<file path="src/rtl/lcd_lfsr_display_if.sv">
// Bus bundle between the LFSR top and the LCD display stage:
// sample strobe/data on the input side, the 4-bit LCD bus and status on the output side.
interface lcd_lfsr_display_if;
  logic [15:0] i_data;
  logic        i_lock;
  logic        i_valid;
  logic        o_lcd_rs;
  logic        o_lcd_e;
  logic [3:0]  o_lcd_d;
  logic        o_busy;
  logic        o_init_done;

  modport master (
    output i_data, i_lock, i_valid,
    input  o_lcd_rs, o_lcd_e, o_lcd_d, o_busy, o_init_done
  );

  modport slave (
    input  i_data, i_lock, i_valid,
    output o_lcd_rs, o_lcd_e, o_lcd_d, o_busy, o_init_done
  );
endinterface

</file>
<file path="src/rtl/lcd_lfsr_display.sv">
// HD44780 4-bit display stage: power-up/init sequence, then shows a latched
// 16-bit LFSR word as four ASCII hex characters on each accepted capture.
// Optional feature macro LCD_LOCK_CHAR_EN appends " L"/" U" (lock state).
// All LCD bus outputs are registered from the current state, so they trail
// the state register by one cycle.
module lcd_lfsr_display #(
  parameter int unsigned E_PULSE_CYC    = 5,
  parameter int unsigned NIBBLE_GAP_CYC = 10,
  parameter int unsigned CMD_WAIT_CYC   = 400,
  parameter int unsigned CLEAR_WAIT_CYC = 16000,
  parameter int unsigned POWERUP_CYC    = 150000
) (
  input  logic              i_clk,
  input  logic              i_rst,
  input  logic              i_soft_reset,
  lcd_lfsr_display_if.slave bus
);

  localparam int unsigned NIB_SLOT = 1 + E_PULSE_CYC + NIBBLE_GAP_CYC;
  localparam int unsigned NIB_W    = $clog2(NIB_SLOT + 1);
  localparam int unsigned MAX_A    = (POWERUP_CYC > CLEAR_WAIT_CYC) ? POWERUP_CYC : CLEAR_WAIT_CYC;
  localparam int unsigned DLY_MAX  = (MAX_A > CMD_WAIT_CYC) ? MAX_A : CMD_WAIT_CYC;
  localparam int unsigned DLY_W    = $clog2(DLY_MAX + 1);

  // Nibble counter runs NIB_SLOT-1 (setup) down to 0; E is high in between.
  localparam logic [NIB_W-1:0] NIB_LAST = NIB_W'(NIB_SLOT - 1);
  localparam logic [NIB_W-1:0] E_FIRST  = NIB_W'(E_PULSE_CYC + NIBBLE_GAP_CYC - 1);
  localparam logic [NIB_W-1:0] E_LAST   = NIB_W'(NIBBLE_GAP_CYC);

  localparam logic [DLY_W-1:0] PWR_LOAD   = DLY_W'(POWERUP_CYC - 1);
  localparam logic [DLY_W-1:0] CMD_LOAD   = DLY_W'(CMD_WAIT_CYC - 1);
  localparam logic [DLY_W-1:0] CLEAR_LOAD = DLY_W'(CLEAR_WAIT_CYC - 1);

`ifdef LCD_LOCK_CHAR_EN
  localparam int unsigned REF_LEN = 7;
`else
  localparam int unsigned REF_LEN = 5;
`endif
  localparam logic [2:0] INIT_LAST = 3'd7;
  localparam logic [2:0] REF_LAST  = 3'(REF_LEN - 1);

  typedef enum logic [2:0] {
    S_PWR, S_INIT, S_IDLE, S_SEND_HI, S_SEND_LO, S_WAIT
  } state_t;

  // One LCD transfer: register select, single-nibble flag (init only), byte value.
  typedef struct packed {
    logic       rs;
    logic       single;
    logic [7:0] val;
  } step_t;

  function automatic logic [7:0] hex_ascii(input logic [3:0] n);
    hex_ascii = (n < 4'd10) ? (8'h30 + {4'h0, n}) : (8'h37 + {4'h0, n});
  endfunction

  state_t           state, state_n;
  logic [NIB_W-1:0] nib_cnt, nib_n;
  logic [DLY_W-1:0] dly_cnt, dly_n;
  logic [2:0]       step_idx, idx_n, sel_idx;
  logic             in_init, init_n, sel_init;
  step_t            cur, cur_n, desc;
  logic [15:0]      data_q, data_n;
  logic             idle_q, idle_n;
  logic             send, last_step;
  logic             e_n, rs_n, busy_n, done_n;
  logic [3:0]       d_n;
`ifdef LCD_LOCK_CHAR_EN
  logic             lock_q, lock_n;
`else
  logic             unused_lock;
  assign unused_lock = bus.i_lock;
`endif

  // Descriptor of the transfer the FSM loads next (first init step, first refresh step, or successor)
  always_comb begin
    sel_init = in_init;
    sel_idx  = step_idx + 3'd1;
    if (state == S_INIT) begin
      sel_init = 1'b1;
      sel_idx  = '0;
    end else if (state == S_IDLE) begin
      sel_init = 1'b0;
      sel_idx  = '0;
    end
    desc = '{rs: 1'b0, single: 1'b0, val: 8'h00};
    if (sel_init) begin
      case (sel_idx)
        3'd0, 3'd1, 3'd2: desc = '{rs: 1'b0, single: 1'b1, val: 8'h03};
        3'd3:             desc = '{rs: 1'b0, single: 1'b1, val: 8'h02};
        3'd4:             desc = '{rs: 1'b0, single: 1'b0, val: 8'h28};
        3'd5:             desc = '{rs: 1'b0, single: 1'b0, val: 8'h0C};
        3'd6:             desc = '{rs: 1'b0, single: 1'b0, val: 8'h06};
        default:          desc = '{rs: 1'b0, single: 1'b0, val: 8'h01};
      endcase
    end else begin
      case (sel_idx)
        3'd0:    desc = '{rs: 1'b0, single: 1'b0, val: 8'h80};
        3'd1:    desc = '{rs: 1'b1, single: 1'b0, val: hex_ascii(data_q[15:12])};
        3'd2:    desc = '{rs: 1'b1, single: 1'b0, val: hex_ascii(data_q[11:8])};
        3'd3:    desc = '{rs: 1'b1, single: 1'b0, val: hex_ascii(data_q[7:4])};
        3'd4:    desc = '{rs: 1'b1, single: 1'b0, val: hex_ascii(data_q[3:0])};
`ifdef LCD_LOCK_CHAR_EN
        3'd5:    desc = '{rs: 1'b1, single: 1'b0, val: 8'h20};
        3'd6:    desc = '{rs: 1'b1, single: 1'b0, val: lock_q ? 8'h4C : 8'h55};
`endif
        default: desc = '{rs: 1'b0, single: 1'b0, val: 8'h00};
      endcase
    end
  end

  // Next-state, counters and registered-output values; soft reset overrides everything last
  always_comb begin
    state_n   = state;
    nib_n     = nib_cnt;
    dly_n     = dly_cnt;
    idx_n     = step_idx;
    init_n    = in_init;
    cur_n     = cur;
    data_n    = data_q;
`ifdef LCD_LOCK_CHAR_EN
    lock_n    = lock_q;
`endif
    last_step = in_init ? (step_idx == INIT_LAST) : (step_idx == REF_LAST);

    case (state)
      S_PWR: begin
        if (dly_cnt == '0) state_n = S_INIT;
        else               dly_n   = dly_cnt - DLY_W'(1);
      end
      S_INIT: begin
        init_n  = 1'b1;
        idx_n   = '0;
        cur_n   = desc;
        nib_n   = NIB_LAST;
        state_n = desc.single ? S_SEND_LO : S_SEND_HI;
      end
      S_IDLE: begin
        if (bus.i_valid && !bus.o_busy) begin
          data_n  = bus.i_data;
`ifdef LCD_LOCK_CHAR_EN
          lock_n  = bus.i_lock;
`endif
          init_n  = 1'b0;
          idx_n   = '0;
          cur_n   = desc;
          nib_n   = NIB_LAST;
          state_n = S_SEND_HI;
        end
      end
      S_SEND_HI: begin
        if (nib_cnt == '0) begin
          state_n = S_SEND_LO;
          nib_n   = NIB_LAST;
        end else begin
          nib_n   = nib_cnt - NIB_W'(1);
        end
      end
      S_SEND_LO: begin
        if (nib_cnt == '0) begin
          state_n = S_WAIT;
          dly_n   = (cur.val == 8'h01 && !cur.rs && !cur.single) ? CLEAR_LOAD : CMD_LOAD;
        end else begin
          nib_n   = nib_cnt - NIB_W'(1);
        end
      end
      S_WAIT: begin
        if (dly_cnt != '0) begin
          dly_n   = dly_cnt - DLY_W'(1);
        end else if (last_step) begin
          state_n = S_IDLE;
        end else begin
          idx_n   = step_idx + 3'd1;
          cur_n   = desc;
          nib_n   = NIB_LAST;
          state_n = desc.single ? S_SEND_LO : S_SEND_HI;
        end
      end
      default: state_n = S_PWR;
    endcase

    send   = (state == S_SEND_HI) || (state == S_SEND_LO);
    e_n    = send && (nib_cnt <= E_FIRST) && (nib_cnt >= E_LAST);
    rs_n   = send ? cur.rs : bus.o_lcd_rs;
    d_n    = (state == S_SEND_HI) ? cur.val[7:4] :
             (state == S_SEND_LO) ? cur.val[3:0] : bus.o_lcd_d;
    // busy drops only after a full cycle in S_IDLE, one cycle after the last wait
    busy_n = !((state == S_IDLE) && idle_q);
    idle_n = (state == S_IDLE);
    done_n = bus.o_init_done || (state == S_IDLE);

    if (i_soft_reset) begin
      state_n = S_PWR;
      dly_n   = PWR_LOAD;
      nib_n   = '0;
      idx_n   = '0;
      init_n  = 1'b1;
      cur_n   = '0;
      data_n  = '0;
`ifdef LCD_LOCK_CHAR_EN
      lock_n  = 1'b0;
`endif
      e_n     = 1'b0;
      rs_n    = 1'b0;
      d_n     = '0;
      busy_n  = 1'b1;
      idle_n  = 1'b0;
      done_n  = 1'b0;
    end
  end

  // State, counters, latched sample and registered LCD/status outputs
  always_ff @(posedge i_clk or posedge i_rst) begin
    if (i_rst) begin
      state           <= S_PWR;
      dly_cnt         <= PWR_LOAD;
      nib_cnt         <= '0;
      step_idx        <= '0;
      in_init         <= 1'b1;
      cur             <= '0;
      data_q          <= '0;
`ifdef LCD_LOCK_CHAR_EN
      lock_q          <= 1'b0;
`endif
      idle_q          <= 1'b0;
      bus.o_lcd_e     <= 1'b0;
      bus.o_lcd_rs    <= 1'b0;
      bus.o_lcd_d     <= '0;
      bus.o_busy      <= 1'b1;
      bus.o_init_done <= 1'b0;
    end else begin
      state           <= state_n;
      dly_cnt         <= dly_n;
      nib_cnt         <= nib_n;
      step_idx        <= idx_n;
      in_init         <= init_n;
      cur             <= cur_n;
      data_q          <= data_n;
`ifdef LCD_LOCK_CHAR_EN
      lock_q          <= lock_n;
`endif
      idle_q          <= idle_n;
      bus.o_lcd_e     <= e_n;
      bus.o_lcd_rs    <= rs_n;
      bus.o_lcd_d     <= d_n;
      bus.o_busy      <= busy_n;
      bus.o_init_done <= done_n;
    end
  end

endmodule

</file>
<file path="src/flat_wrapper.sv">
// flat-port wrapper written by rule: the top's interface ports become plain ports
module lcd_lfsr_display_flat 
#(
  parameter int unsigned E_PULSE_CYC    = 5,
  parameter int unsigned NIBBLE_GAP_CYC = 10,
  parameter int unsigned CMD_WAIT_CYC   = 400,
  parameter int unsigned CLEAR_WAIT_CYC = 16000,
  parameter int unsigned POWERUP_CYC    = 150000
)
  (i_clk, i_rst, i_soft_reset, bus_i_data, bus_i_lock, bus_i_valid, bus_o_lcd_rs, bus_o_lcd_e, bus_o_lcd_d, bus_o_busy, bus_o_init_done);
  lcd_lfsr_display_if bus_i ();
  input  logic i_clk;
  input  logic i_rst;
  input  logic i_soft_reset;
  input wire logic [$bits(bus_i.i_data)-1:0] bus_i_data;
  input wire logic [$bits(bus_i.i_lock)-1:0] bus_i_lock;
  input wire logic [$bits(bus_i.i_valid)-1:0] bus_i_valid;
  output wire logic [$bits(bus_i.o_lcd_rs)-1:0] bus_o_lcd_rs;
  output wire logic [$bits(bus_i.o_lcd_e)-1:0] bus_o_lcd_e;
  output wire logic [$bits(bus_i.o_lcd_d)-1:0] bus_o_lcd_d;
  output wire logic [$bits(bus_i.o_busy)-1:0] bus_o_busy;
  output wire logic [$bits(bus_i.o_init_done)-1:0] bus_o_init_done;
  assign bus_i.i_data = bus_i_data;
  assign bus_i.i_lock = bus_i_lock;
  assign bus_i.i_valid = bus_i_valid;
  assign bus_o_lcd_rs = bus_i.o_lcd_rs;
  assign bus_o_lcd_e = bus_i.o_lcd_e;
  assign bus_o_lcd_d = bus_i.o_lcd_d;
  assign bus_o_busy = bus_i.o_busy;
  assign bus_o_init_done = bus_i.o_init_done;
  lcd_lfsr_display #(.E_PULSE_CYC(E_PULSE_CYC), .NIBBLE_GAP_CYC(NIBBLE_GAP_CYC), .CMD_WAIT_CYC(CMD_WAIT_CYC), .CLEAR_WAIT_CYC(CLEAR_WAIT_CYC), .POWERUP_CYC(POWERUP_CYC)) u_core (.i_clk(i_clk), .i_rst(i_rst), .i_soft_reset(i_soft_reset), .bus(bus_i));
endmodule
</file>
<file path="config.mk">
export PLATFORM = sky130hd
export DESIGN_NAME = lcd_lfsr_display_flat
export DESIGN_NICKNAME = d
export VERILOG_FILES = /design/src/rtl/lcd_lfsr_display_if.sv /design/src/rtl/lcd_lfsr_display.sv /design/src/flat_wrapper.sv
export SDC_FILE = /design/constraint.sdc
export NUM_CORES = 1
export LEC_CHECK = 0
export ABC_CLOCK_PERIOD_IN_PS = 3600
export BUFFER_PORTS_ARGS = -buffer_cell sky130_fd_sc_hd__buf_2
export CORE_MARGIN = 5
export CORE_UTILIZATION = 50
export CTS_BUF_LIST = sky130_fd_sc_hd__clkbuf_2
export CTS_CLUSTER_DIAMETER = 150
export DETAILED_ROUTE_END_ITERATION = 10
export PLACE_DENSITY_LB_ADDON = 0.1
export SETUP_SLACK_MARGIN = 0.4
export SYNTH_ARGS = -nofsm -noshare
export SYNTH_HDL_FRONTEND = slang
export SYNTH_SLANG_ARGS = --single-unit
</file>
<file path="constraint.sdc">
create_clock -name i_clk -period 3.6 [get_ports i_clk]
set_clock_uncertainty 0.15 [all_clocks]
set_input_delay 0.18 -clock i_clk [delete_from_list [all_inputs] [get_ports i_clk]]
set_output_delay 0.18 -clock i_clk [all_outputs]
set_load 0.005 [all_outputs]
</file>
* Word-level counts from Yosys, hierarchy flattened *
Index checks and enable logic that the tools add are counted.

operators by class
  add/sub/neg operators = 11
  magnitude comparators = 6
  equal/unequal tests = 23
  multiplexer cells = 59
  reduce and logical (&&, ||, !) cells = 32

operators by type and width
  operator                 count
  $mux W18                 4
  $add A6 B4 Y7 const A    8
  $pmux W18 S3             1
  $mux W10                 5
  $pmux W10 S5             1
  $mux W16                 3
  $pmux W9 S5              1
  $mux W3                  14
  $mux W8                  4
  $mux W5                  6
  $pmux W10 S3             1
  $pmux W5 S5              1
  $eq A3 B3 Y1 const B     7
  $logic_not A18 Y1        1
  $pmux W3 S6              1
  $reduce_bool A18 Y1      1
  $sub A18 B1 Y18 const B  1
  $lt A4 B4 Y1 const B     4
  $ne A3 B3 Y1 const B     5
  $mux W14                 1
  $eq A3 B2 Y1 const B     4
  $mux W4                  3
  $ne A3 B2 Y1 const B     4
  $mux W1                  11
  other kinds (21)         39

word-level totals
  bits in registers = 65
  input bits = 21
  output and inout port bits = 8

* Logic depth before layout (Yosys ltp) *
Gate-level depths: netlist of the first run.

  depth in word-level cells = 12
  mapped depth = 8
  mapped depth without buffers = 7

* Worst setup path before layout of the first run *
Ideal clock, no wire load.

  path kind = reg-to-reg
  start = register u_core.dly_cnt[0]
  end = register u_core.dly_cnt[13]
  setup time = 0.136 ns
  arrival time = 2.266 ns
  data required time = 3.314 ns
  setup slack = 1.047 ns
  stages on the path, launching flop included = 9
  period minus slack after synthesis = 2.553 ns
  cells stage by stage = dfstp_2 inv_1 ha_1 or4b_1 or3_1 o311a_2 buf_2 o211ai_1 a21oi_1

on the way
  cells in the longest elaborated chain, start to end = 4

ends and longest elaborated chain
  what                         RTL line                                          text
  from (decl)                  lcd_lfsr_display.sv:59                            logic [DLY_W-1:0] dly_cnt, dly_n;
  from (signal assigned)       lcd_lfsr_display.sv:233                           dly_cnt <= dly_n;
  $sub A18 B1 Y18              lcd_lfsr_display.sv:129, lcd_lfsr_display.sv:169
  $mux W18 (on tied branches)  lcd_lfsr_display.sv:168, lcd_lfsr_display.sv:128
  $pmux W18 S3                 lcd_lfsr_display.sv:126                           case (state)
  $mux W18                     lcd_lfsr_display.sv:192                           if (i_soft_reset) begin

Parallel ways exist; a longest one is shown, timed or not. The select of a mux whose other input is x is not followed.
A chain may end at the register's enable or synchronous reset.

* Worst setup path in the final report of the first run *
  start = register u_core.step_idx[0]
  end = register u_core.cur[3] in the netlist's numbering

on the way
  cells in the longest elaborated chain, start to end = 11

ends and longest elaborated chain
  what                                  RTL line                                        text
  from (decl)                           lcd_lfsr_display.sv:60                          logic [2:0] step_idx, idx_n, sel_idx;
  from (signal assigned)                lcd_lfsr_display.sv:235                         step_idx <= idx_n;
  $add A3 B1 Y3                         lcd_lfsr_display.sv:78                          sel_idx = step_idx + 3'd1;
  $mux W3                               lcd_lfsr_display.sv:82                          end else if (state == S_IDLE) begin
  $mux W3                               lcd_lfsr_display.sv:79                          if (state == S_INIT) begin
  $eq A3 B1 Y1 (tied with other cells)  lcd_lfsr_display.sv:88, lcd_lfsr_display.sv:97
  $reduce_or A3 Y1                      lcd_lfsr_display.sv:88                          case (sel_idx)
  $pmux W9 S5                           lcd_lfsr_display.sv:88
  $mux W10                              lcd_lfsr_display.sv:87                          if (sel_init) begin
  $mux W10                              lcd_lfsr_display.sv:170                         end else if (last_step) begin
  $mux W10                              lcd_lfsr_display.sv:168                         if (dly_cnt != '0) begin
  $pmux W10 S3                          lcd_lfsr_display.sv:126
  $mux W10                              lcd_lfsr_display.sv:192
  to (signal assigned)                  lcd_lfsr_display.sv:237                         cur <= cur_n;
  to (decl)                             lcd_lfsr_display.sv:62                          step_t cur, cur_n, desc;

Parallel ways exist; a longest one is shown, timed or not. The select of a mux whose other input is x is not followed.

==> impl_metrics.tcl, run 1 <==
set metrics [dict create \
    critPathKind "register to register" \
    layout-drive-gt1-share_pct 16.4 \
    netlist_area_sq_um 4200 \
    cap_viol_max_count 0 \
    fp.dieW_um 102 \
    ir_worst_vdd_uv 188 \
    route.detailed.drc 0 \
    worstHoldStart "i_soft_reset" \
    power.density_nw_per_um2 434 \
    antenna_found_initial 0 \
    gp_congestion 0.884 \
    r2r_setup_slack_ns 0.74 \
    fill_cells 767 \
    worst_pin_slew_ns 1.02 \
    num_rows 33 \
    nets 556 \
    dp_hpwl_mm 7.46 \
    critical_path_peak_fanout 19 \
    drt_pass1_iterations 5 \
    fin_tns_setup_ns 0 \
    hold_path_class "primary input to register" \
    hold_buffers 17 \
    synth_area_leaders "dfrtp_1 (31%), dfstp_2 (8.1%), a21oi_1 (5.8%), nand2_1 (5.4%), o21ai_0 (4.9%)" \
    crit_required_ns 3.84 \
    yosys-top-cells-count "nand2_1 (60), dfrtp_1 (52), a21oi_1 (49), o21ai_0 (41), nor2_1 (40)" \
    grt_max_degree 54 \
    wl_per_cell_um 17.1 \
    ys_types 70 \
    grt_pass1_wl_mm 18.7 \
    htreeDepth 3 \
    io_pins 29 \
    clock_latency_ns 0.50 \
    postSynthCellCount 497 \
    crit_family "simple AND/OR/NAND/NOR gates" \
    period_share_pct 79.6 \
    rsz0062_at_grt "no" \
    postCtsSetupBuffers 0 \
    clkSlewWorstSetupHoldPaths_ns 0.19 \
    rr_worst_depth 4 \
    dieHeight_um 102 \
    p_leak_nw 1.88 \
    crit_path_top_delay_cell "nor4_1" \
    path_cells "ha_1, nor4_1, a211oi_1, o41ai_1" \
    cts-root-buf "clkbuf_2" \
    outcome "complete, no violations" \
    detail-route-antenna-nets 0 \
    r2r_start "u_core.step_idx[0]" \
    cts_max_path_buffers 2 \
    max_freq_mhz 349 \
    synth_largest_area_cell "dfrtp_1" \
    critPathCaptureType "register" \
    syn_area_per_cell_sq_um 8.45 \
    dp_slack_ns 0.762 \
    initial_utilization_pct 51.1 \
    cts_tree "yes" \
    portBuffers 27 \
    worstSetupStartpointType "register" \
    grtUsageTotal_pct 22.4 \
    syn_nets 526 \
    arrival_ns 3.11 \
    antennaDiodeCount 0 \
    period_minus_slack_ns 2.86 \
    drt-initial-drc-count 183 \
    setup_viol 0 \
    maxSlewHeadroom_pct 31.8 \
    via_per_inst 6.09 \
    critPathMaxStageDelay_ns 0.80 \
    maxSlewViolCount 0 \
    die_area_sq_um 10300 \
    clkSinkCount 65 \
    synth.most_common_cell "nand2_1" \
    hold_viol_final 0 \
    worst-path-buf-inv 0 \
    synth-edff-count 0 \
    via_count 3879 \
    grt_pass1_vias 3861 \
    numCtsBuffers 9 \
    synth-warning-count 0 \
    ys_seq_area_share_pct 39.1 \
    totalWireLength_mm 10.9 \
    synth_seq_cells 65 \
    async_flop_share_pct 100 \
    holdPathStages 3 \
    area_delta_synth_final_pct 11.1 \
    grt_overflow 0 \
    post_cts_resized 0 \
    regToRegEndpoint "u_core.cur[3]" \
    coreArea_sq_um 8220 \
    synth_flop_cell "dfrtp_1" \
    yosys.area.top_type_share_pct 31.0 \
    fin_ws_ns 0.736 \
    holdPathEnd "u_core.dly_cnt[17]" \
]
-- cells by family after synthesis --
group / Yosys count / share of synthesized area [%]
flip-flops: 65 / 39.1
multiplexers: 8 / 2.05
adder cells (fa/ha/maj): 8 / 2.38
AND/OR/NAND/NOR: 182 / 21.9
buffers and inverters: 50 / 4.79
AO/OA/AOI/OAI: 176 / 28.1
XOR/XNOR: 8 / 1.67
-- placed cells by master, fill, tap and decap left out, types with 4 or more instances in the layout --
cell	instances
o41ai_1	5
clkbuf_2	10
o31ai_1	7
dfstp_2	13
a21oi_1	49
a31oi_1	4
a21o_1	4
or3_1	5
clkinv_2	4
dlygate4sd3_1	17
nor2b_1	9
nor4_1	10
o21ai_0	41
nand2b_1	6
nand2_1	60
nor3_1	15
o211ai_1	8
mux2_2	5
ha_1	8
a311oi_1	6
buf_4	6
buf_2	27
dfrtp_1	52
or2_2	4
a211oi_1	7
xnor2_1	7
and3_1	6
nand3_1	9
o21a_1	4
nor2_1	40
inv_1	18
-- worst max path at each step --
stage	from	endpoint	slack, ns	depth (start not counted)
after global placement	u_core.dly_cnt[0]	u_core.dly_cnt[10]	0.82	8
final	u_core.step_idx[0]	u_core.cur[3]	0.74	4
after detailed placement	u_core.dly_cnt[0]	u_core.nib_cnt[2]	0.76	7
after global routing	u_core.state[0]	u_core.cur[3]	0.51	5
after CTS	u_core.dly_cnt[0]	u_core.nib_cnt[2]	0.67	7
after floorplan	u_core.dly_cnt[0]	u_core.dly_cnt[13]	1.05	8
-- area by class of cell --
cell class	instances	area [sq um]	share of cell area, %
clock buffers	10	50.0	1.07
flip-flops and latches	65	1640	35.2
multi-input cells	382	2360	50.6
inverters	19	71.3	1.53
repair buffers	50	350	7.51
well taps	105	131	2.82
clock inverters	6	58.8	1.26
-- power by group --
group / switching, mW / total [mW] / leakage, nW / internal [mW]
logic: 0.378 / 0.638 / 0.955 / 0.260
clock network: 0.288 / 0.448 / 0.0754 / 0.160
registers: 0.108 / 0.937 / 0.849 / 0.829
-- metrics by stage --
stage	instances	hold WS [ns]	area, sq um	utilization (%)	total power [mW]
after floorplan	497	0.161	4200	-	1.42
after global placement	604	0.0798	4390	53.4	1.56
after detailed placement	604	0.101	4390	53.4	1.57
after CTS	637	0.00830	4670	56.8	2.04
after global routing	637	0.0602	4670	56.8	2.17
final	637	0.0462	4670	56.8	2.02
-- layer usage --
layer  wire length (um)  up-vias  global-route usage [%]
met2               5530      101                    38.9
met3                461       10                    2.75
met1               4770     1865                    29.2
li1                   -     1903                       -
met5                  0        -                       0
met4                104        0                    7.06
-- worst register-to-register path, delay by kind of cell, from the launching register on --
kind,cells,cell delay (ns)
simple gates,1,0.80
flops,1,0.79
fa+ha+maj,1,0.50
compound gates,2,0.53
-- registers in the layout, indices dropped and copies added, names as in the netlist, 3 cells and up --
name,count
u_core.nib_cnt,5
u_core.data_q,16
u_core.bus.o_lcd_d,4
u_core.cur,10
u_core.dly_cnt,18
u_core.state,3
u_core.step_idx,3
Power figures use the tool's default switching activity.
==> inputs of run 2 (changes only) <==
Settings changed: ABC_CLOCK_PERIOD_IN_PS 3600 to 2540.
Clock period 3.6 ns to 2.54 ns, I/O delays scaled along.
==> run 2 against run 1 <==
  * Utilization up 10 points
  * Routed wire length is 11% higher
  * Register-to-register slack worse by 0.68 ns
  * Count of clock-buffer cells in the layout stayed put
  * Critical path type unchanged
  * Largest cell class unchanged
==> impl_metrics.tcl, run 2 (same netlist as run 1, synthesis figures left out) <==
set metrics [dict create \
    worstSetupStartpointType "register" \
    die_area_sq_um 10300 \
    numCtsBuffers 9 \
    fp.dieW_um 102 \
    coreArea_sq_um 8220 \
    cts-root-buf "clkbuf_2" \
    largest_reg_flops 18 \
    rsz0062_at_grt "yes" \
    critPathKind "register to register" \
    antennaDiodeCount 0 \
    htreeDepth 3 \
    io_pins 29 \
    critPathCaptureType "register" \
    portBuffers 27 \
    nets 610 \
    holdPathEnd "u_core.data_q[12]" \
    dieHeight_um 102 \
    drt_pass1_iterations 7 \
    multiInputGateArea_sq_um 2700 \
    max_freq_mhz 403 \
    crit_required_ns 2.83 \
    grt_overflow 0 \
    regMostFlops "u_core.dly_cnt" \
    power_mw 3.79 \
    worst_path_most_repeated_cell "buf_4" \
    fin_tns_setup_ns 0 \
    p_leak_nw 2.23 \
    ir_worst_vdd_uv 299 \
    totalWireLength_mm 12.0 \
    layout-drive-gt1-share_pct 32.1 \
    clock_latency_ns 0.52 \
    seqCellArea_sq_um 1640 \
    worst_pin_slew_ns 0.842 \
    hold_path_class "primary input to register" \
    r2r_start "u_core.state[1]" \
    period_minus_slack_ns 2.48 \
    cap_viol_max_count 0 \
    cts_max_path_buffers 2 \
    setup_viol 0 \
    critPathMaxStageDelay_ns 0.52 \
    holdPathStages 4 \
    grtUsageTotal_pct 23.9 \
    dp_hpwl_mm 7.93 \
    drt-initial-drc-count 243 \
    grt_max_degree 66 \
    via_per_inst 6.08 \
    maxSlewHeadroom_pct 43.9 \
    num_rows 33 \
    clkSinkCount 65 \
    r2r_setup_slack_ns 0.06 \
    whs_ns 0.208 \
    final_common_cell "nand2_1" \
    maxSlewViolCount 0 \
    path_cells "buf_4, nor2b_1, nand3_1, buf_4, a2bb2oi_1, o211ai_1, buf_4, mux2_2" \
    hold_viol_final 0 \
    top_regs "u_core.dly_cnt (18), u_core.data_q (16), u_core.cur (10)" \
    crit_path_top_delay_cell "dfrtp_1" \
    initial_utilization_pct 51.1 \
    clkSlewWorstSetupHoldPaths_ns 0.20 \
    cts_tree "yes" \
    detail-route-antenna-nets 0 \
    outcome "complete, no violations" \
    critical_path_peak_fanout 7 \
    grt_pass1_vias 4123 \
    gp_congestion 0.891 \
    wl_per_cell_um 17.4 \
    fill_cells 675 \
    regToRegEndpoint "u_core.nib_cnt[0]" \
    route.detailed.drc 0 \
    power.density_nw_per_um2 687 \
    rr_worst_depth 8 \
    worstHoldStart "bus_i_data[12]" \
    period_share_pct 97.7 \
    layout_common_cells "nand2_1 (60), dfrtp_1 (52), buf_4 (47), a21oi_1 (43), nor2_1 (35)" \
    final_util_pct 67.1 \
    area_delta_synth_final_pct 31.3 \
    grt_pass1_wl_mm 19.7 \
    arrival_ns 2.77 \
    antenna_found_initial 0 \
    via_count 4202 \
]
[run 2: how the worst max path moves through the flow]
stage,from,endpoint,slack (ns),depth (start not counted)
5_1_grt,u_core.state[1],u_core.nib_cnt[1],-0.02,8
3_3_place_gp,u_core.dly_cnt[0],u_core.nib_cnt[2],0.05,7
4_1_cts,u_core.dly_cnt[0],u_core.nib_cnt[2],0.08,7
2_1_floorplan,u_core.dly_cnt[10],u_core.cur[7],0.15,6
3_5_place_dp,u_core.dly_cnt[0],u_core.nib_cnt[2],-0.05,7
6_report,u_core.state[1],u_core.nib_cnt[0],0.06,8
[run 2: final cells by class]
cell class,count,area share (%)
Clock buffer,10,0.907
Clock inverter,6,2.36
Timing Repair Buffer,102,14.3
Multi-Input combinational cell,384,49.0
Sequential cell,65,29.8
Tap cell,105,2.38
Inverter,19,1.29
[run 2: power by group]
| group | total, mW | internal [mW] | switching (mW) |
|---|---|---|---|
| logic | 1.56 | 0.753 | 0.806 |
| registers | 1.30 | 1.18 | 0.121 |
| clock network | 0.932 | 0.524 | 0.408 |
| total | 3.79 | 2.45 | 1.34 |
[run 2: critical path: cells and delay by family, from the launching register on]
family / cells / cell delay [ns]
AOI/OAI and AO/OA: 2 / 0.40
muxes: 1 / 0.32
DFF: 1 / 0.52
buffers and inverters: 3 / 0.61
and+or+nand+nor: 2 / 0.38
[run 2: timing repair]
item / CTS / global route
buffers inserted: 15 / 2
resized for setup: 34 / 39
setup endpoints to repair: 38 / 39
hold endpoints to repair: 81 / 0
gates cloned: 2 / 0
hold buffers: 19 / 0
pin swaps: 18 / 11
[run 2: metal layers]
metal	vias to the layer above	global-route usage, %	part of all wire, %
met4	0	9.00	2.3
met2	91	43.8	53
met5	-	0	0
met1	2077	28.3	41
li1	2012	-	-
met3	22	2.89	3.3
[run 2: through the flow]
| stage | setup WS (ns) | instance area (sq um) | std cells |
|---|---|---|---|
| finish | 0.0580 | 5520 | 691 |
| global route | -0.0227 | 5520 | 691 |
| CTS | 0.0785 | 5320 | 689 |
| detailed placement | -0.0492 | 4690 | 637 |
| global placement | 0.0490 | 4690 | 637 |
| floorplan | 0.145 | 4260 | 497 |
==> inputs of run 3 (changes only) <==
Settings changed: RECOVER_POWER set to 100.
==> run 3 against run 2 <==
  * The run now ends with capacitance limit, slew limit left
  * Sequential power is essentially flat
  * Routed wire length increased by 0.47%
  * First-iteration DRC count shrank 7.8%
  * Largest cell class unchanged
==> impl_metrics.tcl, run 3 (same netlist as run 1, synthesis figures left out) <==
set metrics [dict create \
    outcome "finished, violations left" \
    violations "capacitance limit, slew limit" \
    grt_overflow 0 \
    period_share_pct 97.3 \
    dieHeight_um 102 \
    regToRegEndpoint "u_core.nib_cnt[0]" \
    antennaDiodeCount 0 \
    crit_required_ns 2.84 \
    portBuffers 27 \
    grt_max_degree 66 \
    dp_hpwl_mm 7.93 \
    cts-root-buf "clkbuf_2" \
    p_leak_nw 2.20 \
    fin_ws_ns 0.0685 \
    antenna_found_initial 0 \
    setup_viol 0 \
    hold_path_class "primary input to register" \
    nets 610 \
    dp_slack_ns -0.0492 \
    arrival_ns 2.77 \
    hold_viol_final 0 \
    clock_latency_ns 0.54 \
    maxSlewHeadroom_pct -9.68 \
    route.detailed.drc 0 \
    critical_path_peak_fanout 7 \
    max_freq_mhz 405 \
    numCtsBuffers 9 \
    crit_path_top_delay_cell "dfrtp_1" \
    ir_worst_vdd_uv 300 \
    grt_pass1_vias 4123 \
    period_minus_slack_ns 2.47 \
    postPlaceCellArea_sq_um 4690 \
    rr_worst_depth 8 \
    coreArea_sq_um 8220 \
    maxSlewViolCount 66 \
    final_util_pct 67.0 \
    seq_power_share_pct 34.2 \
    io_pins 29 \
    r2r_start "u_core.state[1]" \
    swShare_pct 35.3 \
    power_mw 3.79 \
    critPathCaptureType "register" \
    via_count 4190 \
    dp.cells 637 \
    totalWireLength_mm 12.1 \
    detail-route-antenna-nets 0 \
    critPathKind "register to register" \
    critPathMaxStageDelay_ns 0.52 \
    grtUsageTotal_pct 23.9 \
    layout-drive-gt1-share_pct 30.9 \
    p_sw_mw 1.34 \
    drt-initial-drc-count 224 \
    worstSetupStartpointType "register" \
    power.density_nw_per_um2 689 \
    clkSlewWorstSetupHoldPaths_ns 0.19 \
    cts_max_path_buffers 2 \
    cap_viol_max_count 1 \
    worstHoldStart "bus_i_data[3]" \
    drt_pass1_iterations 7 \
    comb_power_share_pct 41.1 \
    final_common_cell "nand2_1" \
    p_clk_share_pct 24.7 \
    fill_cells 683 \
    top_regs "u_core.dly_cnt (18), u_core.data_q (16), u_core.cur (10)" \
    largest_reg_flops 18 \
    holdPathStages 4 \
    layout_common_cells "nand2_1 (60), dfrtp_1 (52), buf_4 (44), a21oi_1 (43), nor2_1 (35)" \
    clkSinkCount 65 \
    gp_congestion 0.891 \
    r2r_setup_slack_ns 0.07 \
    via_per_inst 6.06 \
    internal-power_mw 2.45 \
    wl_per_cell_um 17.5 \
    die_area_sq_um 10300 \
    final_area_sq_um 5500 \
    cts_tree "yes" \
    htreeDepth 3 \
    rsz0062_at_grt "yes" \
    area_delta_synth_final_pct 30.9 \
    regMostFlops "u_core.dly_cnt" \
    worst_pin_slew_ns 1.65 \
    path_cells "buf_4, nor2b_1, nand3_1, buf_4, a2bb2oi_1, o211ai_1, buf_4, mux2_2" \
    num_rows 33 \
    grt_pass1_wl_mm 19.7 \
    initial_utilization_pct 51.1 \
    worst_path_most_repeated_cell "buf_4" \
    final_cells 691 \
    fp.dieW_um 102 \
    holdPathEnd "u_core.data_q[3]" \
]
## run 3: what timing repair did
action | CTS | global route
buffers inserted | 15 | 2
hold endpoints to repair | 81 | 0
gates resized for setup | 34 | 39
gates cloned | 2 | 0
pin swaps | 18 | 11
setup endpoints to repair | 38 | 39
hold buffers | 19 | 0
## run 3: power groups by stage
stage	logic, mW	clock network, mW	registers, mW
floorplan	0.825	0	1.27
global placement	1.10	0	1.30
detailed placement	1.12	0	1.31
CTS	1.40	0.947	1.29
global route	1.68	1.00	1.31
finish	1.56	0.936	1.30
## run 3: per-layer routing
metal / routed length (um) / up-vias / track usage [%] / part of all wire (%)
met2: 6410 / 97 / 43.8 / 53
met1: 5000 / 2058 / 28.3 / 41
met5: 0 / - / 0 / 0
met4: 272 / 0 / 9.00 / 2.2
li1: - / 2009 / - / -
met3: 424 / 26 / 2.89 / 3.5
## run 3: metrics by stage
stage          hold WS, ns  TNS (ns)
6_report             0.193         0
2_1_floorplan        0.108         0
4_1_cts              0.170         0
3_3_place_gp         0.202         0
5_1_grt              0.184   -0.0541
3_5_place_dp         0.209   -0.0492
## run 3: worst max path at each step
| stage | to | slack, ns | cells after the start | from |
|---|---|---|---|---|
| after floorplan | u_core.cur[7] | 0.15 | 6 | u_core.dly_cnt[10] |
| after global placement | u_core.nib_cnt[2] | 0.05 | 7 | u_core.dly_cnt[0] |
| after detailed placement | u_core.nib_cnt[2] | -0.05 | 7 | u_core.dly_cnt[0] |
| after CTS | u_core.nib_cnt[2] | 0.08 | 7 | u_core.dly_cnt[0] |
| after global routing | u_core.nib_cnt[1] | -0.02 | 8 | u_core.state[1] |
| final | u_core.nib_cnt[0] | 0.07 | 8 | u_core.state[1] |
## run 3: layout make-up
cell class | count | area (sq um) | area share [%]
well taps | 105 | 131 | 2.39
clock buffers | 10 | 50.0 | 0.910
flip-flops and latches | 65 | 1640 | 29.9
multi-input cells | 384 | 2700 | 49.1
clock inverters | 6 | 130 | 2.37
repair buffers | 102 | 774 | 14.1
inverters | 19 | 71.3 | 1.30
## run 3: worst max-delay path, delay by kind of cell, from the launching register on
family | cells | cell delay [ns]
AND/OR/NAND/NOR | 2 | 0.38
AO/OA/AOI/OAI | 2 | 0.40
flip-flops | 1 | 0.52
buffers and inverters | 3 | 0.61
multiplexers | 1 | 0.32
